===== src/rtl/dmem_pkg.sv =====
// Shared types and defaults for the data-memory arbiter.
package dmem_pkg;

    localparam int unsigned DMEM_MEM_BYTES = 64;
    localparam int unsigned DMEM_DATA_W    = 64;

    typedef enum logic [1:0] {
        ST_IDLE   = 2'd0,
        ST_ACCESS = 2'd1,
        ST_RESP   = 2'd2
    } dmem_state_t;

    // Requester identifier: 0 = r0, 1 = r1.
    typedef logic req_id_t;

    // A doubleword access faults when misaligned or when it would run past the last doubleword.
    function automatic logic dw_fault(input logic [63:0] addr, input logic [63:0] last_dw);
        return (addr[2:0] != 3'd0) || (addr > last_dw);
    endfunction

endpackage


===== src/rtl/rr_arb2.sv =====
// Two-way round-robin selector; the pointer names the requester that wins the next tie.
module rr_arb2
    import dmem_pkg::*;
(
    input  logic       clk,
    input  logic       reset_n,
    input  logic [1:0] req,
    input  logic       gnt_en,
    output logic [1:0] grant
);

    req_id_t prio_q;
    req_id_t prio_d;

    // Pick the winner: a lone requester always wins, a tie goes to the pointer.
    always_comb begin
        grant = '0;
        unique case (req)
            2'b01:   grant = 2'b01;
            2'b10:   grant = 2'b10;
            2'b11:   grant = prio_q ? 2'b10 : 2'b01;
            default: grant = '0;
        endcase
    end

    // Hand priority to the requester that was not just granted.
    always_comb begin
        prio_d = prio_q;
        if (gnt_en && (grant != 2'b00)) begin
            prio_d = grant[0];
        end
    end

    // Pointer register; requester 0 wins the first contention after reset.
    always_ff @(posedge clk or negedge reset_n) begin
        if (!reset_n) begin
            prio_q <= 1'b0;
        end else begin
            prio_q <= prio_d;
        end
    end

endmodule


===== src/rtl/dmem_arbiter.sv =====
// Two-requester arbiter for a single-port data memory: IDLE captures, ACCESS drives memory, RESP answers.
module dmem_arbiter
    import dmem_pkg::*;
#(
    parameter int unsigned MEM_BYTES = DMEM_MEM_BYTES,
    parameter int unsigned DATA_W    = DMEM_DATA_W
) (
    input  logic              clk,
    input  logic              reset_n,
    input  logic              r0_req,
    input  logic              r0_we,
    input  logic [63:0]       r0_addr,
    input  logic [DATA_W-1:0] r0_wdata,
    output logic              r0_gnt,
    output logic              r0_rvalid,
    output logic [DATA_W-1:0] r0_rdata,
    output logic              r0_err,
    input  logic              r1_req,
    input  logic              r1_we,
    input  logic [63:0]       r1_addr,
    input  logic [DATA_W-1:0] r1_wdata,
    output logic              r1_gnt,
    output logic              r1_rvalid,
    output logic [DATA_W-1:0] r1_rdata,
    output logic              r1_err,
    output logic [63:0]       mem_addr,
    output logic [DATA_W-1:0] mem_wdata,
    output logic              mem_write,
    output logic              mem_read,
    input  logic [DATA_W-1:0] mem_rdata
);

    localparam logic [63:0] LAST_DW = 64'(MEM_BYTES - 8);

    dmem_state_t       state_q, state_d;
    req_id_t           id_q, id_d;
    logic              we_q, we_d;
    logic [63:0]       addr_q, addr_d;
    logic [DATA_W-1:0] wdata_q, wdata_d;
    logic              fault_q, fault_d;
    logic [DATA_W-1:0] rdata_q, rdata_d;

    logic              arb_en;
    logic [1:0]        arb_grant;

    rr_arb2 u_arb (
        .clk     (clk),
        .reset_n (reset_n),
        .req     ({r1_req, r0_req}),
        .gnt_en  (arb_en),
        .grant   (arb_grant)
    );

    // Next state, request capture in IDLE and read-data capture at the end of ACCESS.
    always_comb begin
        state_d = state_q;
        id_d    = id_q;
        we_d    = we_q;
        addr_d  = addr_q;
        wdata_d = wdata_q;
        fault_d = fault_q;
        rdata_d = rdata_q;
        arb_en  = 1'b0;
        unique case (state_q)
            ST_IDLE: begin
                if (r0_req || r1_req) begin
                    arb_en  = 1'b1;
                    state_d = ST_ACCESS;
                    if (arb_grant[1]) begin
                        id_d    = 1'b1;
                        we_d    = r1_we;
                        addr_d  = r1_addr;
                        wdata_d = r1_wdata;
                    end else begin
                        id_d    = 1'b0;
                        we_d    = r0_we;
                        addr_d  = r0_addr;
                        wdata_d = r0_wdata;
                    end
                    fault_d = dw_fault(addr_d, LAST_DW);
                end
            end
            ST_ACCESS: begin
                state_d = ST_RESP;
                rdata_d = (!we_q && !fault_q) ? mem_rdata : '0;
            end
            ST_RESP: begin
                state_d = ST_IDLE;
            end
            default: begin
                state_d = ST_IDLE;
            end
        endcase
    end

    // Outputs decoded purely from state so reset clears them, and aborts a write, asynchronously.
    always_comb begin
        r0_gnt    = 1'b0;
        r1_gnt    = 1'b0;
        r0_rvalid = 1'b0;
        r1_rvalid = 1'b0;
        r0_rdata  = '0;
        r1_rdata  = '0;
        r0_err    = 1'b0;
        r1_err    = 1'b0;
        mem_addr  = '0;
        mem_wdata = '0;
        mem_write = 1'b0;
        mem_read  = 1'b0;
        unique case (state_q)
            ST_ACCESS: begin
                mem_addr  = addr_q;
                mem_wdata = wdata_q;
                mem_write = we_q && !fault_q;
                mem_read  = !we_q && !fault_q;
                r0_gnt    = !id_q;
                r1_gnt    = id_q;
            end
            ST_RESP: begin
                if (id_q) begin
                    r1_rvalid = 1'b1;
                    r1_rdata  = rdata_q;
                    r1_err    = fault_q;
                end else begin
                    r0_rvalid = 1'b1;
                    r0_rdata  = rdata_q;
                    r0_err    = fault_q;
                end
            end
            default: ;
        endcase
    end

    // State and captured-request registers.
    always_ff @(posedge clk or negedge reset_n) begin
        if (!reset_n) begin
            state_q <= ST_IDLE;
            id_q    <= 1'b0;
            we_q    <= 1'b0;
            addr_q  <= '0;
            wdata_q <= '0;
            fault_q <= 1'b0;
            rdata_q <= '0;
        end else begin
            state_q <= state_d;
            id_q    <= id_d;
            we_q    <= we_d;
            addr_q  <= addr_d;
            wdata_q <= wdata_d;
            fault_q <= fault_d;
            rdata_q <= rdata_d;
        end
    end

endmodule


===== config.mk =====
export PLATFORM = sky130hd
export DESIGN_NAME = dmem_arbiter
export DESIGN_NICKNAME = d
export VERILOG_FILES = /design/src/rtl/dmem_pkg.sv /design/src/rtl/rr_arb2.sv /design/src/rtl/dmem_arbiter.sv
export SDC_FILE = /design/constraint.sdc
export NUM_CORES = 1
export LEC_CHECK = 0
export CAP_MARGIN = 20
export CORE_AREA = 2 2 229 231
export CTS_CLUSTER_SIZE = 28
export DETAILED_ROUTE_END_ITERATION = 8
export DIE_AREA = 0 0 231 233
export GPL_TIMING_DRIVEN = 0
export PLACE_DENSITY = 0.52
export SETUP_SLACK_MARGIN = 0.5
export SYNTH_ARGS = -nofsm -noshare
export SYNTH_HDL_FRONTEND = slang
export SYNTH_SLANG_ARGS = --single-unit

===== constraint.sdc =====
create_clock -name clk -period 1.9 [get_ports clk]
set_clock_uncertainty 0.1 [all_clocks]
set_input_delay 0.38 -clock clk [delete_from_list [all_inputs] [get_ports clk]]
set_output_delay 0.38 -clock clk [all_outputs]
set_load 0.01 [all_outputs]

Word level (Yosys, flattened, before mapping):

Index checks and enable logic that the tools add are counted.

* word-level logic and storage cells: 58
* register bits: 198

* reductions and logical operators: 12
* mux-type cells: 31
* order comparisons: 1
* equality and inequality tests: 6

Operators by type and width (number)
* 64-bit two-way mux: 11
* 64-bit by 6-bit greater-than comparator with 1-bit output (second input constant): 1
* 1-bit two-way mux: 16
* 2-bit == test (second input constant): 3
* 2-bit case mux with 3 select lines: 1
* 2-bit by 1-bit == test with 1-bit output (second input constant): 2
* 2-bit two-way mux: 2
* 2-bit case mux with 2 select lines: 1
* 1-bit logical AND: 3
* 1-bit logical NOT: 3
* 3-bit nonzero test: 1
* 2-bit logical NOT: 1
* 1-bit logical OR: 2
* 2-bit inequality test (second input constant): 1
* 2-bit AND reduction: 1
* 2-bit nonzero test: 1

Depth between registers and ports, before layout:

* depth after elaboration: 7
* gate-level depth with buffers: 7
* mapped depth without buffers: 6

By module:

Synthesis repeated with hierarchy kept, for this count alone.

* cells, all modules: 1056
* area total of the unflattened synthesis: 10332.4 um^2

Modules (own cells, without submodules)
* dmem_arbiter: cells each 1050, instances 1, area an instance 10277.4 um^2
* rr_arb2: cells each 6, instances 1, area an instance 55.1 um^2

Worst setup path before layout:

No wires, ideal clock.

* path type: reg2out
* start point: register state_q[0]
* end point: output port r0_rdata[14]
* arrival: 1.340 ns
* data required time: 1.420 ns
* slack: 0.080 ns
* cell stages (with the launch flop): 5
* cells stage by stage: dfrtp_1 nor3b_1 buf_1 clkbuf_1 and2_1

* longest elaborated chain between the ends: 2

RTL lines
* start: declaration: line dmem_arbiter.sv:35 `dmem_state_t state_q, state_d;`
* start signal: assignment: line dmem_arbiter.sv:145 `state_q <= state_d;`
* 2-bit == test: line dmem_arbiter.sv:110 `unique case (state_q)`
* 64-bit two-way mux: line dmem_arbiter.sv:110
* end: declaration: line dmem_arbiter.sv:16 `output logic [DATA_W-1:0] r0_rdata,`

Every way passes these cells.

Worst setup path in the final report:

* start point: register state_q[0]
* end point: output port r1_rdata[48]

* longest elaborated chain between the ends: 2

RTL lines
* 2-bit == test: line dmem_arbiter.sv:110
* 64-bit two-way mux: line dmem_arbiter.sv:110
* end: declaration: line dmem_arbiter.sv:24 `output logic [DATA_W-1:0] r1_rdata,`

Every way passes these cells.

==> impl_metrics.env <==
export IMPL_synth_area_leaders="dfrtp_1 48%, and2_1 16%, mux2i_1 12%, a22o_1 5.4%, nand2_1 4.8%"
export IMPL_clk_pin_slew_ns=0.07
export IMPL_yosysWarnings=0
export IMPL_track_usage_pct=19.56
export IMPL_initial_core_util_pct=20.25
export IMPL_hold_path_class="input port to async pin"
export IMPL_synthSimpleGateAreaFrac_pct=23.49
export IMPL_first_global_vias=11195
export IMPL_pin_count=590
export IMPL_ys_ff_latch=198
export IMPL_avgSynthCellArea_um2=9.788
export IMPL_r2r_end="fault_q"
export IMPL_routed_wirelength_mm=56.30
export IMPL_path_max_fanout=6
export IMPL_synth_compound_area_share_pct=12.09
export IMPL_port_buffers=589
export IMPL_cp_cell_sequence="and3b_2 -> buf_12 -> buf_8 -> clkbuf_16 -> and2_4 -> buf_6"
export IMPL_cap_violations=0
export IMPL_r2r_start="state_q[0]"
export IMPL_synth_top_cell_by_area="dfrtp_1"
export IMPL_dieArea_mm2=0.05382
export IMPL_routedWlPerCell_um=22.83
export IMPL_synth_top_family_by_area="simple AND/OR/NAND/NOR gates"
export IMPL_mostFrequentLayoutCell="clkdlybuf4s50_1"
export IMPL_core_area_mm2=0.05109
export IMPL_cp_required_ns=1.42
export IMPL_clk_path_buf_depth=2
export IMPL_path_class="flop to output port"
export IMPL_drtIter0Drc=383
export IMPL_synth_top_cell_area_share_pct=47.89
export IMPL_synth_seq_area_share_pct=47.89
export IMPL_dp_hpwl_mm=40.76
export IMPL_synth_xor_area_share_pct=0
export IMPL_design_area_mm2=0.02227
export IMPL_end_kind="output port"
export IMPL_cts_root_buf="clkbuf_16"
export IMPL_setup_ws_ns=-0.5373
export IMPL_synthAdderAreaFrac_pct=0
export IMPL_drt_pass1_iterations=4
export IMPL_fp_row_count=83
export IMPL_grt_pass1_wl_mm=75.64
export IMPL_drc_errors=0
export IMPL_path_buf_inv=4
export IMPL_vias_per_cell=4.441
export IMPL_synth_area_mux_share_pct=12.48
export IMPL_power_w=0.02833
export IMPL_syn_inst=1057
export IMPL_yosys_cell_types_count=26
export IMPL_holdWs_ns=-0.2173
export IMPL_cpMaxStageDelayCell="dfrtp_2"
export IMPL_max_clock_freq_ghz=0.4103
export IMPL_pre_cts_ws_ns=-0.8097
export IMPL_clk_latency_ns=0.50
export IMPL_antenna_found_initial=6
export IMPL_min_period_ns=2.437
export IMPL_dpl_instance_area_mm2=0.01818
export IMPL_power_leakage_nw=10.36
export IMPL_post_route_period_util_pct=128.3
export IMPL_h_tree_depth=4
export IMPL_slew_viol_final=0
export IMPL_vdd_ir_drop_max_mv=0.8666
export IMPL_area_growth_syn_to_layout_pct=115.3
export IMPL_max_slew_margin_pct=44.37
export IMPL_via_count=10952
export IMPL_fin_util_pct=43.59
export IMPL_gp_congestion=0.8967
export IMPL_synth_area_mm2=0.01035
export IMPL_nets=2098
export IMPL_clock_sinks=198
export IMPL_slowest_delay_ns=0.47
export IMPL_setup_viol_count_final=265
export IMPL_globalRouteOverflowTotal=0
export IMPL_powerDensity_mw_per_mm2=1272
export IMPL_worst_setup_path_start_kind="flop"
export IMPL_die_w_um=231
export IMPL_drive_gt1_share_pct=52.80
export IMPL_status="finished, violations left"
export IMPL_r2r_worst_path_cells=9
export IMPL_die_h_um=233
export IMPL_final_cell_mix="323 x clkdlybuf4s50_1, 285 x buf_6, 254 x and2_4"
export IMPL_critical_path_top_delay_family="buffers and inverters"
export IMPL_cts_tree="done"
export IMPL_ant_nets=0
export IMPL_arrival_ns=1.96
export IMPL_final_hold_violation_count=95
export IMPL_rsz0062_at_grt="true"
export IMPL_worst_pin_slew_ns=0.8345
export IMPL_grt_max_degree=104
export IMPL_cts_buffers=17
export IMPL_reg2reg_slack_ns=-0.11
export IMPL_syn_num_nets=1383
export IMPL_violations="negative hold slack, negative setup slack"
[worst register-to-register path: stages (launching register included)]
cell     delay (ns)
dfrtp_2        0.47
buf_12         0.15
buf_6          0.10
buf_6          0.10
nor2_4         0.10
o21ai_4        0.11
buf_12         0.18
or4_1          0.41
o21ai_1        0.09
a21oi_1        0.07
[routing by layer]
| layer | wire [um] | global-route usage, % | share of wire (%) | up-vias |
|---|---|---|---|---|
| met5 | 13 | 0 | 0.023 | - |
| met4 | 1688 | 6.532 | 3.0 | 2 |
| met2 | 29580 | 35.00 | 53 | 437 |
| li1 | - | - | - | 5064 |
| met3 | 4516 | 6.924 | 8.0 | 71 |
| met1 | 20500 | 21.41 | 36 | 5378 |
[cell usage after synthesis]
cell / count
a21oi_1: 2
nor3_1: 3
and2_1: 259
buf_1: 4
a31oi_1: 1
a22o_1: 64
mux2i_1: 129
o21ai_1: 43
nand2b_1: 1
nand4_1: 7
buf_2: 29
nor2_1: 4
and4_1: 1
o21ai_0: 90
dfrtp_1: 198
clkbuf_1: 42
buf_4: 6
o21ai_2: 1
and3b_1: 1
nor2_4: 1
inv_1: 3
nor3b_1: 2
buf_6: 4
or4_1: 2
nor4_1: 28
nand2_1: 132
[area by class of cell]
class                           instances  area [um2]
Tap cell                              680       850.8
Clock inverter                         10       190.2
Sequential cell                       198        4959
Multi-Input combinational cell        771        6472
Inverter                                3       43.79
Buffer                                 85        1453
Clock buffer                           21       470.5
Fill cell                            4902       28820
Timing Repair Buffer                  696        7829
Antenna cell                            2       5.005
[worst max path at each step]
stage                          start      endpoint  slack [ns]  cells after the start
after floorplan           state_q[0]  r0_rdata[15]        0.30                      4
after global placement       reset_n    state_q[0]       -9.57                      1
after detailed placement      r0_req    addr_q[62]       -0.81                      5
after CTS                 state_q[0]  r0_rdata[22]       -0.61                      7
after global routing      state_q[0]  r1_rdata[48]       -0.63                      6
final                     state_q[0]  r1_rdata[48]       -0.54                      6
[per-stage QoR]
stage / hold WS (ns) / instances / setup TNS, ns
floorplan: -0.01559 / 1057 / 0
global placement: 0.3606 / 2326 / -1936.38
detailed placement: 0.3660 / 2327 / -205.69
CTS: -0.1953 / 2413 / -154.88
global route: -0.1851 / 2465 / -151.79
finish: -0.2173 / 2466 / -119.82
[sequential cells by signal, summed over array words and instances, names as in the netlist]
signal and flops:
we_q 1, id_q 1, rdata_q 64, state_q 2, fault_q 1, addr_q 64, wdata_q 64, u_arb.prio_q 1
[timing repair]
action                                  in CTS  in global routing
endpoints found under the hold margin       95                 95
setup buffers                               36                 18
pin swaps                                   14                120
cloned                                      19                 33
gates resized for setup                   1352                619
endpoints found under the setup margin     460                462
[power by group]
| part | switching (W) | internal [W] | leakage, nW |
|---|---|---|---|
| sequential | 0.00112 | 0.00564 | 2.53 |
| combinational | 0.00742 | 0.00986 | 7.50 |
| clock | 0.00184 | 0.00245 | 0.325 |
| total | 0.0104 | 0.0179 | 10.4 |
[kinds of logic (layout without fill, tap and decap cells)]
kind of cell | Yosys count | after routing
buf+inv | 88 | 815
compound gates | 201 | 201
mux | 129 | 129
flops | 198 | 198
simple gates | 441 | 441
other cells | 0 | 2
Power figures use the tool's default switching activity.
